### config.mk
export PLATFORM = sky130hd
export DESIGN_NAME = uart_receiver
export DESIGN_NICKNAME = d
export VERILOG_FILES = /design/src/rtl/uart_pkg.sv /design/src/rtl/uart_os_tick.sv /design/src/rtl/uart_receiver.sv
export SDC_FILE = /design/constraint.sdc
export NUM_CORES = 1
export LEC_CHECK = 0
export ABC_AREA = 1
export ABC_CLOCK_PERIOD_IN_PS = 2700
export CAP_MARGIN = 20
export CORE_MARGIN = 3
export CORE_UTILIZATION = 53
export CTS_BUF_LIST = sky130_fd_sc_hd__clkbuf_4
export CTS_CLUSTER_SIZE = 25
export DETAILED_ROUTE_END_ITERATION = 12
export GPL_TIMING_DRIVEN = 1
export MAX_ROUTING_LAYER = met4
export PLACE_DENSITY = 0.74
export RECOVER_POWER = 100
export SYNTH_ARGS = -nofsm -noshare
export SYNTH_HDL_FRONTEND = slang
export SYNTH_SLANG_ARGS = --single-unit
### constraint.sdc
create_clock -name Clk -period 2.7 [get_ports Clk]
set_input_delay 0.27 -clock Clk [delete_from_list [all_inputs] [get_ports Clk]]
set_output_delay 0.27 -clock Clk [all_outputs]
set_load 0.05 [all_outputs]
### src/rtl/uart_pkg.sv
// uart_pkg - shared state encoding, oversampling ratio and divider helper for the UART receiver.
// Rev 1.0
`default_nettype none

package uart_pkg;

    localparam int unsigned OVERSAMPLE = 16;

    typedef enum logic [2:0] {
        IDLE  = 3'd0,
        START = 3'd1,
        DATA  = 3'd2,
        STOP  = 3'd3,
        BREAK = 3'd4
    } rx_state_t;

    // Clock cycles per oversample tick; integer division, never below 1.
    function automatic int unsigned calc_div(input int unsigned freq_clk,
                                             input int unsigned baud);
        int unsigned div;
        div = freq_clk / (OVERSAMPLE * baud);
        return (div == 0) ? 1 : div;
    endfunction

endpackage

`default_nettype wire

### src/rtl/uart_os_tick.sv
// uart_os_tick - free-running 0..DIV-1 counter giving a one-cycle oversample Tick, restartable by Clr.
// Rev 1.0
`default_nettype none

module uart_os_tick #(
    parameter int unsigned DIV = 1
) (
    input  logic Clk,
    input  logic Rst,
    input  logic Clr,
    output logic Tick
);

    localparam int unsigned CW = (DIV > 1) ? $clog2(DIV) : 1;
    localparam logic [CW-1:0] C_LAST = CW'(DIV - 1);

    logic [CW-1:0] cnt_q;

    always_ff @(posedge Clk or posedge Rst) begin
        if (Rst) begin
            cnt_q <= '0;
        end else if (Clr || (cnt_q == C_LAST)) begin
            cnt_q <= '0;
        end else begin
            cnt_q <= cnt_q + CW'(1);
        end
    end

    assign Tick = (cnt_q == C_LAST);

endmodule

`default_nettype wire

### src/rtl/uart_receiver.sv
// uart_receiver - 8N1 receiver with 16x oversampling, one-byte holding register, framing and overrun pulses.
// Rev 1.0
`default_nettype none

module uart_receiver
    import uart_pkg::*;
#(
    parameter logic [31:0] FREQ_CLK = 32'd100000000,
    parameter logic [31:0] TX_SPEED = 32'd115200
) (
    input  logic       Clk,
    input  logic       Rst,
    input  logic       RXD,
    output logic [7:0] RX_Data,
    output logic       RX_Valid,
    input  logic       RX_Ready,
    output logic       Frame_Err,
    output logic       Overrun
);

    localparam int unsigned C_DIV  = calc_div(FREQ_CLK, TX_SPEED);
    localparam logic [3:0]  C_MID  = 4'(OVERSAMPLE / 2 - 1);
    localparam logic [3:0]  C_LAST = 4'(OVERSAMPLE - 1);

    logic       rxd_meta_q;
    logic       rxd_sync_q;
    logic       tick;
    logic       os_clr;

    rx_state_t  state_q,    state_d;
    logic [3:0] tick_cnt_q, tick_cnt_d;
    logic [2:0] bit_cnt_q,  bit_cnt_d;
    logic [7:0] shift_q,    shift_d;

    logic       deliver;
    logic       frame_bad;

    logic [7:0] data_q;
    logic       valid_q;
    logic       ferr_q;
    logic       ovr_q;

    uart_os_tick #(
        .DIV (C_DIV)
    ) u_os_tick (
        .Clk  (Clk),
        .Rst  (Rst),
        .Clr  (os_clr),
        .Tick (tick)
    );

    always_comb begin
        state_d    = state_q;
        tick_cnt_d = tick_cnt_q;
        bit_cnt_d  = bit_cnt_q;
        shift_d    = shift_q;
        os_clr     = 1'b0;
        deliver    = 1'b0;
        frame_bad  = 1'b0;

        case (state_q)
            IDLE: begin
                if (!rxd_sync_q) begin
                    state_d    = START;
                    tick_cnt_d = 4'd0;
                    os_clr     = 1'b1;
                end
            end

            // Mid-bit re-check of the start bit filters short line glitches.
            START: begin
                if (tick) begin
                    if (tick_cnt_q == C_MID) begin
                        tick_cnt_d = 4'd0;
                        if (rxd_sync_q) begin
                            state_d = IDLE;
                        end else begin
                            state_d   = DATA;
                            bit_cnt_d = 3'd0;
                        end
                    end else begin
                        tick_cnt_d = tick_cnt_q + 4'd1;
                    end
                end
            end

            DATA: begin
                if (tick) begin
                    tick_cnt_d = tick_cnt_q + 4'd1;
                    if (tick_cnt_q == C_LAST) begin
                        shift_d   = {rxd_sync_q, shift_q[7:1]};
                        bit_cnt_d = bit_cnt_q + 3'd1;
                        if (bit_cnt_q == 3'd7) begin
                            state_d = STOP;
                        end
                    end
                end
            end

            STOP: begin
                if (tick) begin
                    tick_cnt_d = tick_cnt_q + 4'd1;
                    if (tick_cnt_q == C_LAST) begin
                        if (rxd_sync_q) begin
                            deliver = 1'b1;
                            state_d = IDLE;
                        end else begin
                            frame_bad = 1'b1;
                            state_d   = BREAK;
                        end
                    end
                end
            end

            // A held-low line must go high before another start bit is accepted.
            BREAK: begin
                if (rxd_sync_q) begin
                    state_d = IDLE;
                end
            end

            default: begin
                state_d = IDLE;
            end
        endcase
    end

    always_ff @(posedge Clk or posedge Rst) begin
        if (Rst) begin
            rxd_meta_q <= 1'b1;
            rxd_sync_q <= 1'b1;
            state_q    <= IDLE;
            tick_cnt_q <= 4'd0;
            bit_cnt_q  <= 3'd0;
            shift_q    <= 8'h00;
            data_q     <= 8'h00;
            valid_q    <= 1'b0;
            ferr_q     <= 1'b0;
            ovr_q      <= 1'b0;
        end else begin
            rxd_meta_q <= RXD;
            rxd_sync_q <= rxd_meta_q;
            state_q    <= state_d;
            tick_cnt_q <= tick_cnt_d;
            bit_cnt_q  <= bit_cnt_d;
            shift_q    <= shift_d;
            ferr_q     <= frame_bad;
            ovr_q      <= deliver && valid_q && !RX_Ready;

            // A delivery only lands when the slot is free or being emptied this cycle.
            if (deliver) begin
                if (!valid_q || RX_Ready) begin
                    data_q  <= shift_q;
                    valid_q <= 1'b1;
                end
            end else if (valid_q && RX_Ready) begin
                valid_q <= 1'b0;
            end
        end
    end

    assign RX_Data   = data_q;
    assign RX_Valid  = valid_q;
    assign Frame_Err = ferr_q;
    assign Overrun   = ovr_q;

endmodule

`default_nettype wire

# Word-level counts from Yosys, hierarchy flattened
# Index checks and enable logic that the tools add are counted.
# W data, S select, Z words.
# totals
out_inout_bits	11
romBits	0
wordCells	88
ff_bits	37
latch_bits	0
ram_bits	0
n_memories	0
# op_classes
n_shift	0
order_cmp	0
n_addsub	3
mul	0
n_reduce_logical	18
div_mod_pow	0
n_eq_ne	20
n_bitwise	0
muxes	36
# op_table
cell	n
$mux W3	15
$ne A2 B2 Y1 const B	10
$mux W4	4
$pmux W3 S5	1
$mux W1	12
$pmux W4 S3	1
$reduce_and A9 Y1	1
$add A6 B1 Y6 const B	1
$eq A3 B2 Y1 const B	2
$eq A3 B3 Y1 const B	2
$eq A6 B6 Y1 const B	1
$mux W6	1
$pmux W3 S2	1
$reduce_and A6 Y1	1
$add A4 B1 Y4 const B	1
$eq A4 B3 Y1 const B	1
$eq A4 B4 Y1 const B	1
$ne A2 B1 Y1 const B	2
$reduce_and A2 Y1	2
$reduce_and A4 Y1	1
$reduce_bool A2 Y1	2
$add A3 B1 Y3 const B	1
$eq A3 B1 Y1 const B	1
$logic_and A1 B1 Y1	3
7 further kinds	9

# Longest topological paths before layout
# Gate-level depths: netlist (run 1).
# depth
word_depth	6
mapped_depth	10

# Modules after synthesis
# Synthesis (run 1) repeated with hierarchy kept, for this count alone.
# hier_totals
hier_cells	212
area_unflattened_um2	1925.6
# modules_own_cells
mod	area_each_um2	instances	cells_each	seq_area_each_um2
uart_receiver	1616.6	1	180	778.2
uart_os_tick	309.0	1	32	150.1

# Worst setup path after synthesis (run 1)
# OpenSTA, ideal clock, no wires.
# synth_timing
path_type	reg-to-reg
from	register tick_cnt_q[0]
to	register data_q[0] (netlist: RX_Data[0])
arrival_ps	1272
synth_period_minus_slack_ps	1391
path_stages_with_launch	8
path_slack_ps	1309
t_required_ps	2581
path_cell_list	dfrtp_1 > ha_1 > nand3_2 > nor2_2 > nand4_4 > buf_6 > nand2_2 > o21ai_2
# synth_between
elab_chain_len	5
# synth_lines
element	line_no	source
start, declared	uart_receiver.sv:31	logic [3:0] tick_cnt_q, tick_cnt_d;
start signal, assigned	uart_receiver.sv:144	tick_cnt_q <= tick_cnt_d;
$eq A4 B4 Y1	uart_receiver.sv:103	if (tick_cnt_q == C_LAST) begin
$mux W1	uart_receiver.sv:103	
$mux W1	uart_receiver.sv:101	if (tick) begin
$mux W1	uart_receiver.sv:61	case (state_q)
$reduce_and A2 Y1 (no line)	--	
end signal, assigned	uart_receiver.sv:153	data_q <= shift_q;
end, declared	uart_receiver.sv:38	logic [7:0] data_q;
# Every way passes these cells.
# A chain may end at the register's enable or synchronous reset.

# Worst setup path after layout (run 1)
# layout_timing
from	register u_os_tick.cnt_q[1]
to	register shift_q[7]
# layout_between
elab_chain_len	2
# layout_lines
element	line_no	source
start, declared	uart_os_tick.sv:17	logic [CW-1:0] cnt_q;
start signal, assigned	uart_os_tick.sv:25	cnt_q <= cnt_q + CW'(1);
$eq A6 B6 Y1	uart_os_tick.sv:29	assign Tick = (cnt_q == C_LAST);
$reduce_and A3 Y1 (no line)	--	
end signal, assigned	uart_receiver.sv:146	shift_q <= shift_d;
end, declared	uart_receiver.sv:33	logic [7:0] shift_q, shift_d;
# Every way passes these cells.

==> qor.txt, run 1 <==
hold_ws: 0.361 ns
root buf cell: clkbuf_4
Setup Fix Bufs, Post-CTS: 0
synth unique cells: 25
Synth Warn #: 0
crit path time final: 1.92 ns
routed wire length: 3260 um
Arr. time, crit path: 2.11 ns
number of cells upsized or downsized after cts: 0
setup TNS: 0 ns
pre-CTS WS: 1.09 ns
initial DRC count: 57
total power: 0.953 mW
Pre-antenna DRT Iters: 5
Max Fclk: 521 MHz
synthesis-stage register bit count: 37
starting density of the core: 58.3%
Chip Height: 65.4 um
width of the die: 65.4 um
Worst setup SP type: flip-flop
post-synthesis sequential area ratio: 49.7%
Detail Route Antenna Nets: 0
Hold Path Origin: rxd_meta_q$_DFF_PP1_
CTS buffer count: 5
GRT overflow: 0
Max Slew Vio Count: 0
RR Endpoint: shift_q[7]$_DFFE_PP0P_
hpwl dp: 2320 um
Syn-to-layout area delta: 7.64%
PwrDens: 474 mW/mm^2
Slew @ Worst Pin: 0.699 ns
All-Layer GR Usage: 18.0%
Clock Skew: 0.0100 ns
crit path from: u_os_tick.cnt_q[1]$_DFF_PP0_
Final period util: 71.1%
GP Congestion: 0.906
CTS max path bufs: 2
htree depth: 2
initial antenna violation count: 0
share of cells above drive strength 1: 11.7%
worst hold path depth: 0
Leak Pwr: 1.01 nW
status: finished clean
RSZ-0062 raised after global routing: false
Max-slew headroom: 52.9%
I/O Pins: 15
DP Area: 0.00204 sq mm
R2R Path Start: u_os_tick.cnt_q[1]$_DFF_PP0_
largest net degree at the start of global routing: 38
reg-to-reg setup timing slack: 0.78 ns
Avg Inst Size Synth: 9.20 sq um
count of nets after finishing: 231
first-pass GRT wire length: 5830 um
Antenna Diode Count: 0
peak supply drop: 344 uV
Crit. End Element: flip-flop
design area: 0.00201 sq mm
maxcap violations: 0
drt wl/cell: 12.2 um
DRC: 0
commonest non-fill, non-tap cell in the layout: nand2_1
Crit Path Class: flip-flop to flip-flop
Worst Path Max Fanout: 16
worst skew pair latency: 0.33 ns
vias in the first global route: 1376
vias: 1348
R2R depth: 7
Core ar.: 0.00320 sq mm
row count: 20
Worst Hold End: rxd_sync_q$_DFF_PP1_
Fin. Hold Viols: 0
CTS tree: yes
# port buffers: 14
Die Footprint: 0.00427 sq mm
fin worst setup slack: 0.781 ns
most frequent cells in the layout: 58 x nand2_1, 35 x dfrtp_1, 22 x nor2_1
worst hold path class: flip-flop to flip-flop
vias per inst: 5.05
Setup violations, final: 0
Netlist Area Pre-Place: 0.00187 sq mm
Hold Buf Count CTS: 0
clock slew at reported path FFs: 0.11 ns
clock sinks: 37
CP required: 2.90 ns
syn_nets: 212
post-synthesis instance total: 203
==> metrics by stage <==
stage	instances	util, %
3_3_place_gp	259	63.8
5_1_grt	267	62.8
2_1_floorplan	203	-
3_5_place_dp	259	63.8
6_report	267	62.8
4_1_cts	267	66.3
==> cell families (layout without fill, tap and decap cells) <==
family                     count (synthesis)  after routing  synth area share [%]
DFF                                       37             37                  49.7
adders and majority gates                  5              5                  3.35
buffers and inverters                     25             45                  5.89
AOI/OAI and AO/OA                         24             24                  9.98
xor gates and xnor gates                   2              2                 0.938
and+or+nand+nor                          110            110                  30.1
==> report_power, final <==
group | switching [mW] | internal (mW)
registers | 0.00117 | 0.557
clock network | 0.175 | 0.203
logic | 0.0130 | 0.00492
total | 0.189 | 0.764
==> cells in the mapped netlist <==
master | instances | area (sq um)
a21oi_2 | 1 | 8.76
nand3b_4 | 2 | 40.0
nand2_2 | 7 | 43.8
nor3_1 | 2 | 10.0
o21ai_1 | 6 | 30.0
nand3_1 | 10 | 50.1
nor3b_1 | 1 | 7.51
nor2_1 | 17 | 63.8
buf_6 | 2 | 22.5
xor2_1 | 2 | 17.5
nand4_1 | 1 | 6.26
o21ai_2 | 16 | 140
nand3_2 | 1 | 10.0
nor2_4 | 4 | 45.0
buf_2 | 1 | 5.00
nand4_4 | 1 | 21.3
inv_1 | 19 | 71.3
dfstp_2 | 2 | 52.6
nand3b_1 | 4 | 30.0
o211ai_1 | 1 | 7.51
nor2_2 | 4 | 25.0
ha_1 | 5 | 62.6
nand2_1 | 56 | 210
dfrtp_1 | 35 | 876
inv_2 | 3 | 11.3
==> flip-flops by register name (all words and copies together), names as in the netlist <==
name	count
bit_cnt_q	3
rxd_meta_q	1
shift_q	8
state_q	3
RX_Data	8
u_os_tick.cnt_q	6
rxd_sync_q	1
RX_Valid	1
tick_cnt_q	4
Overrun	1
Frame_Err	1
==> layer usage <==
layer | wire length [um] | vias to the layer above | GRT usage (%)
li1 | - | 684 | -
met1 | 1580 | 643 | 22.3
met2 | 1560 | 16 | 28.8
met3 | 72 | 5 | 3.76
met4 | 45 | 0 | 7.51
met5 | 0 | - | -
==> how the worst max path moves through the flow <==
stage | depth (start not counted) | slack, ns | endpoint
after global routing | 6 | 0.63 | shift_q[2]$_DFFE_PP0P_
after detailed placement | 6 | 1.09 | RX_Data[3]$_DFFE_PP0P_
after floorplan | 7 | 1.31 | RX_Data[0]$_DFFE_PP0P_
after CTS | 1 | 0.88 | RX_Data[0]
final | 7 | 0.78 | shift_q[7]$_DFFE_PP0P_
after global placement | 6 | 1.15 | RX_Data[3]$_DFFE_PP0P_
==> critical path, stage by stage (launching register included) <==
cell      delay [ns]
dfrtp_1         0.43
inv_1           0.07
ha_1            0.16
nand3b_1        0.25
nor2_1          0.27
nand2_1         0.36
nand2_1         0.15
o21ai_0         0.09
==> layout make-up <==
class / instances / area, sq um
Fill cell: 327 / 1190
Sequential cell: 37 / 928
Multi-Input combinational cell: 141 / 718
Timing Repair Buffer: 15 / 148
Inverter: 22 / 82.6
Tap cell: 44 / 55.1
Clock buffer: 6 / 45.0
Clock inverter: 2 / 33.8
No activity file was read; power rests on OpenSTA's default activity.
==> run 2: changes to the inputs <==
--- a/config.mk
+++ b/config.mk
@@ -6,7 +6,7 @@
 export NUM_CORES = 1
 export LEC_CHECK = 0
 export ABC_AREA = 1
-export ABC_CLOCK_PERIOD_IN_PS = 2700
+export ABC_CLOCK_PERIOD_IN_PS = 1950
 export CAP_MARGIN = 20
 export CORE_MARGIN = 3
 export CORE_UTILIZATION = 53
==> constraint.sdc (replaced) <==
create_clock -name Clk -period 1.95 [get_ports Clk]
set_input_delay 0.195 -clock Clk [delete_from_list [all_inputs] [get_ports Clk]]
set_output_delay 0.195 -clock Clk [all_outputs]
set_load 0.05 [all_outputs]
==> qor.txt, run 2 (synthesized netlist as in run 1, its figures left out) <==
DRC: 0 (unchanged)
Hold Path Origin: rxd_meta_q$_DFF_PP1_ (unchanged)
Clock Skew: 0.0188 ns (was 0.0100 ns)
Max Fclk: 556 MHz
R2R depth: 7 (unchanged)
initial antenna violation count: 0 (unchanged)
root buf cell: clkbuf_4 (unchanged)
Setup violations, final: 0 (unchanged)
Crit Path Class: flip-flop to output port (was flip-flop to flip-flop)
setup TNS: 0 ns (unchanged)
Arr. time, crit path: 1.60 ns (was 2.11 ns)
vias: 1349 (was 1348)
Crit. End Element: output port (was flip-flop)
Worst setup SP type: flip-flop (unchanged)
worst skew pair latency: 0.34 ns (was 0.33 ns)
Detail Route Antenna Nets: 0 (unchanged)
Fin. Hold Viols: 0 (unchanged)
peak supply drop: 477 uV (was 344 uV)
Worst Path Max Fanout: 2 (was 16)
Slew @ Worst Pin: 0.882 ns (was 0.699 ns)
CTS buffer count: 5 (unchanged)
Syn-to-layout area delta: 8.37% (was 7.64%)
vias in the first global route: 1388 (was 1376)
GP Congestion: 0.913 (was 0.906)
commonest non-fill, non-tap cell in the layout: nand2_1 (unchanged)
Pre-antenna DRT Iters: 4 (was 5)
Max-slew headroom: 41.2% (was 52.9%)
fill count: 331 (was 327)
drt wl/cell: 11.8 um (was 12.2 um)
share of cells above drive strength 1: 12.6% (was 11.7%)
GRT overflow: 0 (unchanged)
RSZ-0062 raised after global routing: false (unchanged)
first-pass GRT wire length: 6060 um (was 5830 um)
Worst Hold End: rxd_sync_q$_DFF_PP1_ (unchanged)
Antenna Diode Count: 0 (unchanged)
clock slew at reported path FFs: 0.12 ns (was 0.11 ns)
CP bufs+invs: 1 (unchanged)
vias per inst: 5.05 (about the same)
crit path time final: 1.80 ns
row count: 20 (unchanged)
largest net degree at the start of global routing: 38 (unchanged)
CTS max path bufs: 2 (unchanged)
clock sinks: 37 (unchanged)
Flop pwr share: 58.5% (about the same)
starting density of the core: 58.3% (unchanged)
routed wire length: 3150 um (was 3260 um)
hpwl dp: 2380 um (was 2320 um)
Die Footprint: 0.00427 sq mm (unchanged)
most frequent cells in the layout: 58 x nand2_1, 35 x dfrtp_1, 21 x nor2_1 (was 58 x nand2_1, 35 x dfrtp_1, 22 x nor2_1)
reg-to-reg setup timing slack: 0.35 ns (was 0.78 ns)
Final period util: 92.2%
initial DRC count: 86 (was 57)
largest stage delay on the critical path: 0.88 ns (was 0.43 ns)
Psw: 0.263 mW (was 0.189 mW)
Slowest-stage cell, CP: dlygate4sd3_1 (was dfrtp_1)
R2R Path Start: u_os_tick.cnt_q[1]$_DFF_PP0_ (unchanged)
Hold Buf Count CTS: 0 (unchanged)
number of cells upsized or downsized after cts: 0 (unchanged)
count of nets after finishing: 231 (unchanged)
status: finished clean (unchanged)
worst hold path depth: 0 (unchanged)
Leak Pwr: 1.05 nW (was 1.01 nW)
width of the die: 65.4 um (unchanged)
cell breakdown of the critical path: dlygate4sd3_1 (was inv_1 -> ha_1 -> nand3b_1 -> nor2_1 -> nand2_1 -> nand2_1 -> o21ai_0)
internal cell power: 1.06 mW (was 0.764 mW)
Setup Fix Bufs, Post-CTS: 0 (unchanged)
Chip Height: 65.4 um (unchanged)
# port buffers: 14 (unchanged)
Comb power frac: 1.8% (was 1.9%)
Core ar.: 0.00320 sq mm (unchanged)
htree depth: 2 (unchanged)
I/O Pins: 15 (unchanged)
CTS tree: yes (unchanged)
clock power share: 39.7% (was 39.6%)
maxcap violations: 0 (unchanged)
PwrDens: 652 mW/mm^2 (was 474 mW/mm^2)
sw frac: 19.9% (was 19.8%)
CP required: 1.75 ns (was 2.90 ns)
Max Slew Vio Count: 0 (unchanged)
CP top delay family: buffers and inverters (was simple AND/OR/NAND/NOR gates)
worst hold path class: flip-flop to flip-flop (unchanged)
final core area utilization: 63.2% (was 62.8%)
RR Endpoint: shift_q[5]$_DFFE_PP0P_ (was shift_q[7]$_DFFE_PP0P_)
All-Layer GR Usage: 18.6% (was 18.0%)
[run 2: cell count changes in the layout (fill, tap and decap cells not counted)]
cell,previous run,this run
nand3_1,11,10
nand3_2,0,1
o21ai_1,3,2
nor2_2,2,3
clkbuf_2,0,1
nand3b_1,6,5
o21ai_0,16,18
buf_4,1,0
nor2_1,22,21
nand3b_4,0,1
o21ai_2,3,2
[run 2: layout make-up]
cell class / instances / area, sq um / area share [%]
inverters: 22 / 82.6 / 4.08
multi-input cells: 141 / 734 / 36.3
flip-flops and latches: 37 / 928 / 45.9
clock inverters: 2 / 33.8 / 1.67
clock buffers: 6 / 45.0 / 2.22
repair buffers: 15 / 145 / 7.17
well taps: 44 / 55.1 / 2.72
[run 2: how the worst max path moves through the flow]
stage | slack (ns) | cells past startpoint | to | start
global placement | 0.44 | 6 | RX_Data[6]$_DFFE_PP0P_ | tick_cnt_q[0]$_DFFE_PP0P_
finish | 0.15 | 1 | RX_Data[7] | RX_Data[7]$_DFFE_PP0P_
floorplan | 0.56 | 7 | RX_Data[0]$_DFFE_PP0P_ | tick_cnt_q[0]$_DFFE_PP0P_
detailed placement | 0.39 | 6 | RX_Data[6]$_DFFE_PP0P_ | tick_cnt_q[0]$_DFFE_PP0P_
global route | 0.08 | 1 | RX_Data[7] | RX_Data[7]$_DFFE_PP0P_
CTS | 0.20 | 1 | RX_Data[0] | RX_Data[0]$_DFFE_PP0P_
[run 2: power groups by stage]
stage	clock network (mW)	logic (mW)	registers, mW
finish	0.524	0.0242	0.772
global route	0.576	0.0287	0.773
CTS	0.542	0.0276	0.772
detailed placement	0	0.0277	0.787
global placement	0	0.0271	0.787
floorplan	0	0.0151	0.787
[run 2: through the flow]
step | instances | hold slack [ns] | power (mW) | setup slack (ns) | cell area, sq um
5_1_grt | 267 | 0.372 | 1.38 | 0.0829 | 2020
2_1_floorplan | 203 | 0.199 | 0.802 | 0.559 | 1870
6_report | 267 | 0.364 | 1.32 | 0.152 | 2020
3_3_place_gp | 259 | 0.346 | 0.814 | 0.435 | 2040
4_1_cts | 267 | 0.244 | 1.34 | 0.202 | 2120
3_5_place_dp | 259 | 0.349 | 0.815 | 0.388 | 2040
[run 2: layer usage]
layer / share of wire, % / global-route usage, % / vias to the layer above / routed length [um]
li1: - / - / 682 / -
met1: 48 / 23.2 / 645 / 1510
met2: 48 / 30.5 / 14 / 1520
met3: 2.3 / 3.59 / 8 / 74
met4: 1.6 / 6.48 / 0 / 51
met5: 0 / - / - / 0
